==> src/rtl/freq_meas_ctrl.sv <==
// Reciprocal frequency-measurement sequencer: arms on start, opens a gate on a
// signal rising edge, counts clk cycles and signal edges, and closes on a signal edge.
module freq_meas_ctrl #(
   parameter int CNT_W   = 32,
   parameter int TIMEOUT = 100000000
) (
   input  logic             clk,
   input  logic             reset,
   input  logic             start,
   input  logic [CNT_W-1:0] gate_cycles,
   input  logic             sig_in,
   input  logic             result_ack,
   output logic             busy,
   output logic             gate_open,
   output logic             result_valid,
   output logic             timeout,
   output logic             overflow,
   output logic [CNT_W-1:0] ref_count,
   output logic [CNT_W-1:0] sig_count
);
   localparam int TMO_W = $clog2(TIMEOUT + 1);
   localparam int EL_W  = ((CNT_W > TMO_W) ? CNT_W : TMO_W) + 1;
   localparam logic [EL_W-1:0]  TMO_LIM = EL_W'(TIMEOUT);
   localparam logic [CNT_W-1:0] CNT_MAX = '1;

   typedef enum logic [1:0] {IDLE, ARM, GATE, DONE} state_t;
   state_t state_reg, state_next;

   logic             sync1_reg, sync2_reg, edge_reg;
   logic             sig_rise;
   logic [CNT_W-1:0] gate_reg, gate_next;
   logic [CNT_W-1:0] ref_cnt_reg, ref_cnt_next;
   logic [CNT_W-1:0] sig_cnt_reg, sig_cnt_next;
   logic [CNT_W-1:0] ref_count_reg, ref_count_next;
   logic [CNT_W-1:0] sig_count_reg, sig_count_next;
   logic             timeout_reg, timeout_next;
   logic             overflow_reg, overflow_next;
   // Unsaturated elapsed-cycle counter: ARM wait time, then GATE length for the abort limit
   logic [EL_W-1:0]  tmo_cnt_reg, tmo_cnt_next;
   logic [EL_W-1:0]  tmo_inc, gate_lim;
   logic [CNT_W-1:0] ref_inc, sig_inc;
   logic             ref_sat, sig_sat;

   always_ff @(posedge clk or negedge reset) begin
      if (!reset) begin
         sync1_reg <= 1'b0;
         sync2_reg <= 1'b0;
         edge_reg  <= 1'b0;
      end else begin
         sync1_reg <= sig_in;
         sync2_reg <= sync1_reg;
         edge_reg  <= sync2_reg;
      end
   end

   assign sig_rise = sync2_reg & ~edge_reg;

   assign ref_sat  = (ref_cnt_reg == CNT_MAX);
   assign ref_inc  = ref_sat ? ref_cnt_reg : ref_cnt_reg + CNT_W'(1);
   assign sig_sat  = sig_rise && (sig_cnt_reg == CNT_MAX);
   assign sig_inc  = (sig_rise && !sig_sat) ? sig_cnt_reg + CNT_W'(1) : sig_cnt_reg;
   assign tmo_inc  = tmo_cnt_reg + EL_W'(1);
   assign gate_lim = EL_W'(gate_reg) + TMO_LIM;

   always_ff @(posedge clk or negedge reset) begin
      if (!reset) begin
         state_reg     <= IDLE;
         gate_reg      <= '0;
         ref_cnt_reg   <= '0;
         sig_cnt_reg   <= '0;
         ref_count_reg <= '0;
         sig_count_reg <= '0;
         timeout_reg   <= 1'b0;
         overflow_reg  <= 1'b0;
         tmo_cnt_reg   <= '0;
      end else begin
         state_reg     <= state_next;
         gate_reg      <= gate_next;
         ref_cnt_reg   <= ref_cnt_next;
         sig_cnt_reg   <= sig_cnt_next;
         ref_count_reg <= ref_count_next;
         sig_count_reg <= sig_count_next;
         timeout_reg   <= timeout_next;
         overflow_reg  <= overflow_next;
         tmo_cnt_reg   <= tmo_cnt_next;
      end
   end

   always_comb begin
      state_next     = state_reg;
      gate_next      = gate_reg;
      ref_cnt_next   = ref_cnt_reg;
      sig_cnt_next   = sig_cnt_reg;
      ref_count_next = ref_count_reg;
      sig_count_next = sig_count_reg;
      timeout_next   = timeout_reg;
      overflow_next  = overflow_reg;
      tmo_cnt_next   = tmo_cnt_reg;
      case (state_reg)
         IDLE: begin
            if (start) begin
               gate_next     = (gate_cycles == '0) ? CNT_W'(1) : gate_cycles;
               tmo_cnt_next  = '0;
               timeout_next  = 1'b0;
               overflow_next = 1'b0;
               state_next    = ARM;
            end
         end
         ARM: begin
            tmo_cnt_next = tmo_inc;
            if (sig_rise) begin
               ref_cnt_next  = '0;
               sig_cnt_next  = '0;
               overflow_next = 1'b0;
               tmo_cnt_next  = '0;
               state_next    = GATE;
            end else if (tmo_inc >= TMO_LIM) begin
               ref_count_next = '0;
               sig_count_next = '0;
               timeout_next   = 1'b1;
               state_next     = DONE;
            end
         end
         GATE: begin
            ref_cnt_next = ref_inc;
            sig_cnt_next = sig_inc;
            tmo_cnt_next = tmo_inc;
            if (ref_sat || sig_sat) overflow_next = 1'b1;
            // A closing edge wins over the abort limit in the same cycle
            if (sig_rise && (ref_inc >= gate_reg)) begin
               ref_count_next = ref_inc;
               sig_count_next = sig_inc;
               state_next     = DONE;
            end else if (tmo_inc >= gate_lim) begin
               ref_count_next = ref_inc;
               sig_count_next = sig_inc;
               timeout_next   = 1'b1;
               state_next     = DONE;
            end
         end
         DONE: begin
            if (result_ack) state_next = IDLE;
         end
         default: state_next = IDLE;
      endcase
   end

   assign busy         = (state_reg == ARM) || (state_reg == GATE);
   assign gate_open    = (state_reg == GATE);
   assign result_valid = (state_reg == DONE);
   assign timeout      = timeout_reg;
   assign overflow     = overflow_reg;
   assign ref_count    = ref_count_reg;
   assign sig_count    = sig_count_reg;
endmodule

==> config.mk <==
export PLATFORM = sky130hd
export DESIGN_NAME = freq_meas_ctrl
export DESIGN_NICKNAME = d
export VERILOG_FILES = /design/src/rtl/freq_meas_ctrl.sv
export SDC_FILE = /design/constraint.sdc
export NUM_CORES = 1
export LEC_CHECK = 0
export ABC_AREA = 1
export CAP_MARGIN = 25
export CORE_MARGIN = 4
export CORE_UTILIZATION = 55
export DETAILED_ROUTE_END_ITERATION = 8
export PLACE_DENSITY = 0.82
export SYNTH_ARGS = -nofsm -noshare
export SYNTH_HDL_FRONTEND = slang
export SYNTH_SLANG_ARGS = --single-unit
==> constraint.sdc <==
create_clock -name clk -period 5.7 [get_ports clk]
set_input_delay 1.14 -clock clk [delete_from_list [all_inputs] [get_ports clk]]
set_output_delay 1.14 -clock clk [all_outputs]
set_load 0.1 [all_outputs]
== Word level (Yosys, flattened, before mapping) ==
Cells that the tools add are included.

* Mux-type cells: 33
* Bitwise logic cells: 2
* Order comparisons: 3
* Reductions and logical operators: 17
* Equal/unequal tests: 15
* Add/sub/neg operators: 4

{| class="wikitable"
|+ Operators with widths
! kind !! count
|-
| 32-bit 2-to-1 mux || 10
|-
| 32-bit one-hot mux with 2 select lines || 4
|-
| 33-bit one-hot mux with 3 select lines || 1
|-
| 33-bit 2-to-1 mux || 2
|-
| 32-bit by 1-bit adder with 32-bit output (second input constant) || 2
|-
| 32-bit equality test (second input constant) || 2
|-
| 32-bit by 27-bit adder with 33-bit output (second input constant) || 1
|-
| 33-bit by 1-bit adder with 33-bit output (second input constant) || 1
|-
| 33-bit by 27-bit >= comparator with 1-bit output (second input constant) || 1
|-
| 33-bit >= comparator || 1
|-
| 32-bit >= comparator || 1
|-
| 32-bit zero test || 1
|-
| 2-bit 2-to-1 mux || 6
|-
| 2-bit inequality test (second input constant) || 6
|-
| 4-bit AND reduction || 3
|-
| 2-bit one-hot mux with 4 select lines || 1
|-
| 1-bit 2-to-1 mux || 7
|-
| 1-bit one-hot mux with 3 select lines || 2
|-
| 2-bit AND reduction || 3
|-
| 6-bit AND reduction || 1
|-
| 2-bit equality test (second input constant) || 2
|-
| 2-bit by 1-bit inequality test with 1-bit output (second input constant) || 2
|-
| 1-bit logical AND || 3
|-
| 3-bit by 1-bit inequality test with 1-bit output (second input constant) || 1
|-
| 9 further kinds || 10
|}

* Input port bits: 37
* Logic and storage cells: 86
* Bits in registers: 200
* Output and inout port bits: 69

== Longest topological paths before layout ==
Gate-level depths: netlist of the first run.

* Word-level depth: 9
* Depth in mapped cells: 32
* Mapped depth without buffers: 31

== Worst setup path after synthesis of the first run ==
No wires, ideal clock.

* Path type: reg2reg
* Start: register ref_cnt_reg[0]
* End: register sig_count_reg[11] (netlist: sig_count[11])
* Data arrival time: 3713 ps
* Stages on the path, launching flop included: 24
* Path slack: 1920 ps
* Period minus slack after synthesis: 3780 ps
* Required time: 5633 ps
* Library setup time: 67 ps
* Path buffers: 5
* Path through: dfrtp_1 -> ha_1 -> nand2_1 -> nor2_1 -> nand2_1 -> nor3_1 -> nand4_1 -> clkbuf_1 -> clkbuf_1 -> buf_1 -> nand2_1 -> ha_1 -> nand2_1 -> nor2_1 -> nand4_1 -> nor2_1 -> nand4_1 -> nand3_1 -> nand2_1 -> a21oi_1 -> buf_2 -> buf_2 -> nand3_1 -> nand2_1

* Word-level cells in the longest chain between the ends: 6
* Elaborated cells between the ends (all ways): 9
* Classes of those cells: add/sub (1); order compare (1); eq/ne (2); mux (3); reduce/logical (2)

{| class="wikitable"
|+ RTL lines
! element !! line !! RTL
|-
| from (decl) || 32 || <nowiki>logic [CNT_W-1:0] ref_cnt_reg, ref_cnt_next;</nowiki>
|-
| from (signal assigned) || 79 || <nowiki>ref_cnt_reg <= ref_cnt_next;</nowiki>
|-
| 32-bit by 1-bit adder with 32-bit output / 32-bit equality test (equally long branches) || 59, 58 ||
|-
| 32-bit 2-to-1 mux (*) || 59 || <nowiki>assign ref_inc = ref_sat ? ref_cnt_reg : ref_cnt_reg + CNT_W'(1);</nowiki>
|-
| 32-bit >= comparator (*) || 130 || <nowiki>if (sig_rise && (ref_inc >= gate_reg)) begin</nowiki>
|-
| 1-bit logical AND (*) || 130 ||
|-
| 3-bit by 1-bit inequality test with 1-bit output (no line) / 32-bit 2-to-1 mux (equally long branches) || -- ||
|-
| 4-bit AND reduction (no line) / 32-bit one-hot mux with 2 select lines (equally long branches) || -- ||
|-
| to (signal assigned) || 82 || <nowiki>sig_count_reg <= sig_count_next;</nowiki>
|-
| to (decl) || 35 || <nowiki>logic [CNT_W-1:0] sig_count_reg, sig_count_next;</nowiki>
|}

Mark *: on every way between the ends. The rest lies on a longest branch, timed or not.
A chain may end at the register's enable or synchronous reset.

== Worst setup path in the final report of the first run ==
* Start: register ref_cnt_reg[0]
* End: register ref_count_reg[25] (netlist: ref_count[25])

* Word-level cells in the longest chain between the ends: 6
* Elaborated cells between the ends (all ways): 10
* Classes of those cells: add/sub (1); order compare (1); eq/ne (2); mux (4); reduce/logical (2)

{| class="wikitable"
|+ RTL lines
! element !! line !! RTL
|-
| 32-bit by 1-bit adder with 32-bit output / 32-bit equality test (equally long branches) || 59, 58 ||
|-
| 32-bit 2-to-1 mux (*) || 59 ||
|-
| 32-bit >= comparator || 130 ||
|-
| 1-bit logical AND || 130 ||
|-
| 3-bit by 1-bit inequality test with 1-bit output (no line) / 32-bit 2-to-1 mux (equally long branches) || -- ||
|-
| 4-bit AND reduction (no line) / 32-bit one-hot mux with 2 select lines (equally long branches) || -- ||
|-
| to (signal assigned) || 81 || <nowiki>ref_count_reg <= ref_count_next;</nowiki>
|-
| to (decl) || 34 || <nowiki>logic [CNT_W-1:0] ref_count_reg, ref_count_next;</nowiki>
|}

Mark *: on every way between the ends. The rest lies on a longest branch, timed or not. The select of a mux whose other input is x is not followed.

==> results of run 1 <==
==> stage by stage <==
step / setup WS, ps / hold WS (ps) / instances / cell area [sq um]
floorplan: 1920 / 331 / 1892 / 13300
global placement: 1490 / 337 / 2266 / 14600
detailed placement: 1310 / 338 / 2266 / 14600
CTS: 1200 / 365 / 2298 / 15200
global route: 639 / 386 / 2298 / 15200
finish: 1100 / 364 / 2298 / 15200
==> kinds of logic after synthesis <==
family	share of synthesized area [%]
AO/OA/AOI/OAI	9.95
XOR/XNOR	4.39
adder cells (fa/ha/maj)	7.04
buffers and inverters	8.28
flip-flops	37.5
AND/OR/NAND/NOR	32.8
==> area by class of cell <==
| cell class | instances | share of cell area (%) |
|---|---|---|
| inverters | 213 | 5.25 |
| well taps | 319 | 2.62 |
| clock buffers | 17 | 2.79 |
| flip-flops and latches | 200 | 32.9 |
| repair buffers | 117 | 7.52 |
| clock inverters | 15 | 1.32 |
| multi-input cells | 1417 | 47.6 |
==> worst paths after layout <==
path,to,cells after the start,slack (ps),startpoint
min reg2reg,sync2_reg$_DFF_PN0_,0,360,sync1_reg$_DFF_PN0_
max reg2reg,ref_count[25]$_DFFE_PN0P_,22,1100,ref_cnt_reg[0]$_DFFE_PN0P_
max,ref_count[25]$_DFFE_PN0P_,22,1100,ref_cnt_reg[0]$_DFFE_PN0P_
max in group asynchronous,ref_cnt_reg[19]$_DFFE_PN0P_,2,3640,reset
min,sync2_reg$_DFF_PN0_,0,360,sync1_reg$_DFF_PN0_
min in group asynchronous,tmo_cnt_reg[30]$_DFFE_PN0P_,1,770,reset
==> power breakdown <==
| part | total, mW | switching (mW) | internal (mW) |
|---|---|---|---|
| combinational | 2.44 | 1.84 | 0.599 |
| sequential | 1.71 | 0.139 | 1.57 |
| clock | 1.31 | 0.637 | 0.674 |
==> cell usage in the layout, fill, tap and decap left out, types with 62 or more instances in the layout <==
cell type          n
dfrtp_1          200
nand2_1          636
clkdlybuf4s50_1  104
o21ai_0          118
a21oi_1           88
ha_1              75
nand3_1          122
nor2_1           128
xor2_1            62
inv_1            209
==> metal layers <==
layer / part of all wire, % / wire (um)
met1: 45 / 17600
met2: 45 / 17800
met3: 6.7 / 2630
met4: 3.3 / 1320
met5: 0 / 0
==> critical path, stage by stage, from the launching register on <==
cell and delay [ps]:
dfrtp_1 390, ha_1 230, nand2_1 70, nor2_1 210
nand2_1 140, nor4_1 500, nand3_1 380, o21ai_0 250
nand2_1 70, nand2_1 80, inv_1 50, ha_1 260
nand2_1 60, o21ai_0 190, nand2_1 110, a21oi_1 140
nor2_1 60, nand3_1 120, nand2_1 120, a21oi_4 200
buf_4 570, nand3_1 180, nand2_1 110
==> results.toml, run 1 <==
[placement]
gp_congestion = 0.960
dp_hpwl_um = 29100
io_buffers = 105

[die]
coreArea_sq_um = 23700
ios = 106
die_h_um = 164
dieArea_sq_um = 26800
die_w_um = 164
row_count = 56
start_util_pct = 56.3

[synthesis]
yosysMostFrequentCell = "nand2_1"
synth_edf_count = 0
seq_area_frac_synth_pct = 37.5
synthArstFlopShare_pct = 100
synthFlopType = "dfrtp_1"
syn_area_sq_um = 13300
yosys-top-cells-count = "636 x nand2_1, 209 x inv_1, 200 x dfrtp_1"
yosysTopAreaCell = "dfrtp_1"
netlist_instances = 1892
synth_top_area_share_pct = 37.5
ys_ff_latch = 200
synth.area.top_cells = "dfrtp_1 38%, nand2_1 18%, ha_1 7.0%"
synth_cell_types = 42
yosysWarnings = 0
synth_nets = 2004
syn_avg_cell_area_sq_um = 7.05

[drt]
vias = 13000
dr.pass1.iters = 5
drt_wl_total_um = 39300
wl_per_cell_um = 17.1
via_per_inst = 5.65
drc = 0
ant_nets = 0
drt_iter0_markers = 1230

[sta]
max_freq_mhz = 217
skew_ps = 15.0
worst_pin_slew_ps = 1010
min_period_ps = 4600
setup_viol = 0
period_share_pct = 80.8
rsz0062_at_grt = "no"
hold_violations = 0
tns_ps = 0
max_slew_margin_pct = 32.8
slew_violations = 0

[global_routing]
grtUsageMet1_pct = 41.9
busiest_layer = "met2"
grt_max_degree = 108
gr-total-overflow = 0
grtUsageMet2_pct = 46.2
track_usage_pct = 29.6
grtUsageMet3_pct = 4.19
grt_pass1_wl_um = 63500
first_global_vias = 12300
antenna_found_initial = 0

[final_layout]
post-route-util_pct = 64.3
multi_input_area_sq_um = 7250
largest_register_ffs = 33
seqCellArea_sq_um = 5000
drive_above_1_share_pct = 3.64
nFillCells = 2111
num_antenna_cells = 0
nets = 2078
syn_to_final_growth_pct = 14.2

[job]
cap_violations = 0

[worst_hold_path]
hp-class = "reg2reg"

[clock_network]
ctsLongestPathBuffers = 2
cts-resized-gates = 0
cts_tree = "built"
cts-root-buf = "clkbuf_16"
clock_latency_ps = 460
path_clk_slew_ps = 80
hold_buffers = 0
cts_buffers = 17
post-cts-setup-buffers = 0
cts_sinks = 200
h-tree-depth = 4

[pwr]
vdd_ir_drop_max_uv = 452
powerDensity_nw_per_um2 = 359
finalPower_mw = 5.46
cellLeakagePower_nw = 7.21

[setup_path]
cp.arrival_ps = 5000
end_kind = "register"
crit_fanout = 64
worst_setup_path_start_kind = "register"
crit_type = "reg2reg"
crit_required_ps = 6090

[status]
outcome = "completed"
Power figures use the tool's default switching activity.
==> run 2: changes to the inputs <==
- clock period: 5.7 -> 4.59 ns (I/O delays scaled with it)
==> results.toml, run 2 (same netlist as run 1, synthesis figures left out) <==
[die]
coreArea_sq_um = 23700
dieArea_sq_um = 26800
die_h_um = 164
start_util_pct = 56.3
die_w_um = 164
row_count = 56
ios = 106

[sta]
slew_violations = 0
max_freq_mhz = 239
skew_ps = 20.7
setup_viol = 0
worst_pin_slew_ps = 1020
period_share_pct = 91.1
max_slew_margin_pct = 31.7
min_period_ps = 4180
hold_violations = 0
tns_ps = 0

[worst_hold_path]
whs_endpoint = "sync2_reg$_DFF_PN0_"
hp-start = "sync1_reg$_DFF_PN0_"
hp-class = "reg2reg"
hold-path-cell-count = 0

[drt]
ant_nets = 0
vias = 13100
drt_iter0_markers = 1591
drc = 0
drt_wl_total_um = 40100
wl_per_cell_um = 17.4
dr.pass1.iters = 5
via_per_inst = 5.70

[setup_path]
rr_worst_depth = 28
cp.arrival_ps = 4580
crit_path_frequent_cell = "nand2_1"
reg2reg_slack_ps = 410
crit_required_ps = 4990
end_kind = "register"
slowest_stage = "dfrtp_1"
worst_setup_path_start_kind = "register"
slowest_delay_ps = 410
reg2reg_to = "ref_count[27]$_DFFE_PN0P_"
timing.rr.start = "gate_reg[8]$_DFFE_PN0P_"
crit_type = "reg2reg"
crit_fanout = 32

[clock_network]
cts-root-buf = "clkbuf_16"
cts_buffers = 17
h-tree-depth = 4
ctsLongestPathBuffers = 2
hold_buffers = 0
path_clk_slew_ps = 90
cts_sinks = 200
cts_tree = "built"
clock_latency_ps = 460

[global_routing]
first_global_vias = 12500
grt_pass1_wl_um = 64500
gr-total-overflow = 0
grt_max_degree = 108
antenna_found_initial = 0
track_usage_pct = 29.8

[final_layout]
final_common_cell = "nand2_1"
num_antenna_cells = 0
final_cell_mix = "636 x nand2_1, 209 x inv_1, 200 x dfrtp_1"
largest_register_ffs = 33
final_area_sq_um = 15400
drive_above_1_share_pct = 4.13
syn_to_final_growth_pct = 15.3
nets = 2085

[placement]
io_buffers = 105
gp_congestion = 0.989
dp_hpwl_um = 29400
placed_cell_area_sq_um = 14600

[pwr]
powerDensity_nw_per_um2 = 458
finalPower_mw = 7.05
vdd_ir_drop_max_uv = 542
cellLeakagePower_nw = 7.27

[job]
cap_violations = 0

[status]
outcome = "completed"
run 2: cell types whose count changed in the layout (fill, tap and decap cells not counted), sizes merged:
cell / delta
clkbuf: +1
buf: +6
bufinv: -1
clkdlybuf4s50: -1
nand2: +1
inv: +1
run 2: timing repair:
action	4_1_cts	5_1_grt
buffers inserted	0	1
gates resized for setup	0	4
setup endpoints to repair	0	64
run 2: worst max path at each step:
stage                                     from                         to  cells past startpoint
CTS                 ref_cnt_reg[0]$_DFFE_PN0P_  ref_count[26]$_DFFE_PN0P_                     22
finish                 gate_reg[8]$_DFFE_PN0P_  ref_count[27]$_DFFE_PN0P_                     28
global route           gate_reg[8]$_DFFE_PN0P_  sig_count[25]$_DFFE_PN0P_                     28
floorplan           ref_cnt_reg[0]$_DFFE_PN0P_  sig_count[11]$_DFFE_PN0P_                     23
detailed placement  ref_cnt_reg[0]$_DFFE_PN0P_  ref_count[10]$_DFFE_PN0P_                     22
global placement    ref_cnt_reg[0]$_DFFE_PN0P_  ref_count[19]$_DFFE_PN0P_                     22
run 2: routing by layer:
metal / up-vias / part of all wire [%] / global-route usage (%)
li1: 6307 / - / -
met1: 6223 / 44 / 43.2
met2: 534 / 47 / 47.6
met3: 65 / 7.4 / 3.64
met4: 0 / 2.2 / 8.39
met5: - / 0 / 0
run 2: cell type report:
| type | instances | area, sq um |
|---|---|---|
| flip-flops and latches | 200 | 5000 |
| well taps | 319 | 399 |
| fillers | 2127 | 8310 |
| clock inverters | 15 | 214 |
| repair buffers | 123 | 1240 |
| multi-input cells | 1418 | 7290 |
| inverters | 213 | 800 |
| clock buffers | 17 | 425 |
run 2: report_power, final:
group | switching [mW] | internal (mW) | total (mW)
Sequential | 0.172 | 1.95 | 2.12
Combinational | 2.41 | 0.876 | 3.29
Clock | 0.833 | 0.804 | 1.64
run 2: worst max-delay path, delay by kind of cell (launching register included):
kind	cells	cell delay (ps)
buffers and inverters	3	470
adders and majority gates	1	280
AOI/OAI and AO/OA	1	190
and+or+nand+nor	23	2730
DFF	1	410
run 2: metrics by stage:
stage	instances	utilization, %	hold slack (ps)	setup WS, ps
2_1_floorplan	1892	-	331	810
3_3_place_gp	2270	61.9	338	385
3_5_place_dp	2270	61.9	339	243
4_1_cts	2302	64.6	360	126
5_1_grt	2305	64.9	373	-27.0
6_report	2305	64.9	358	410
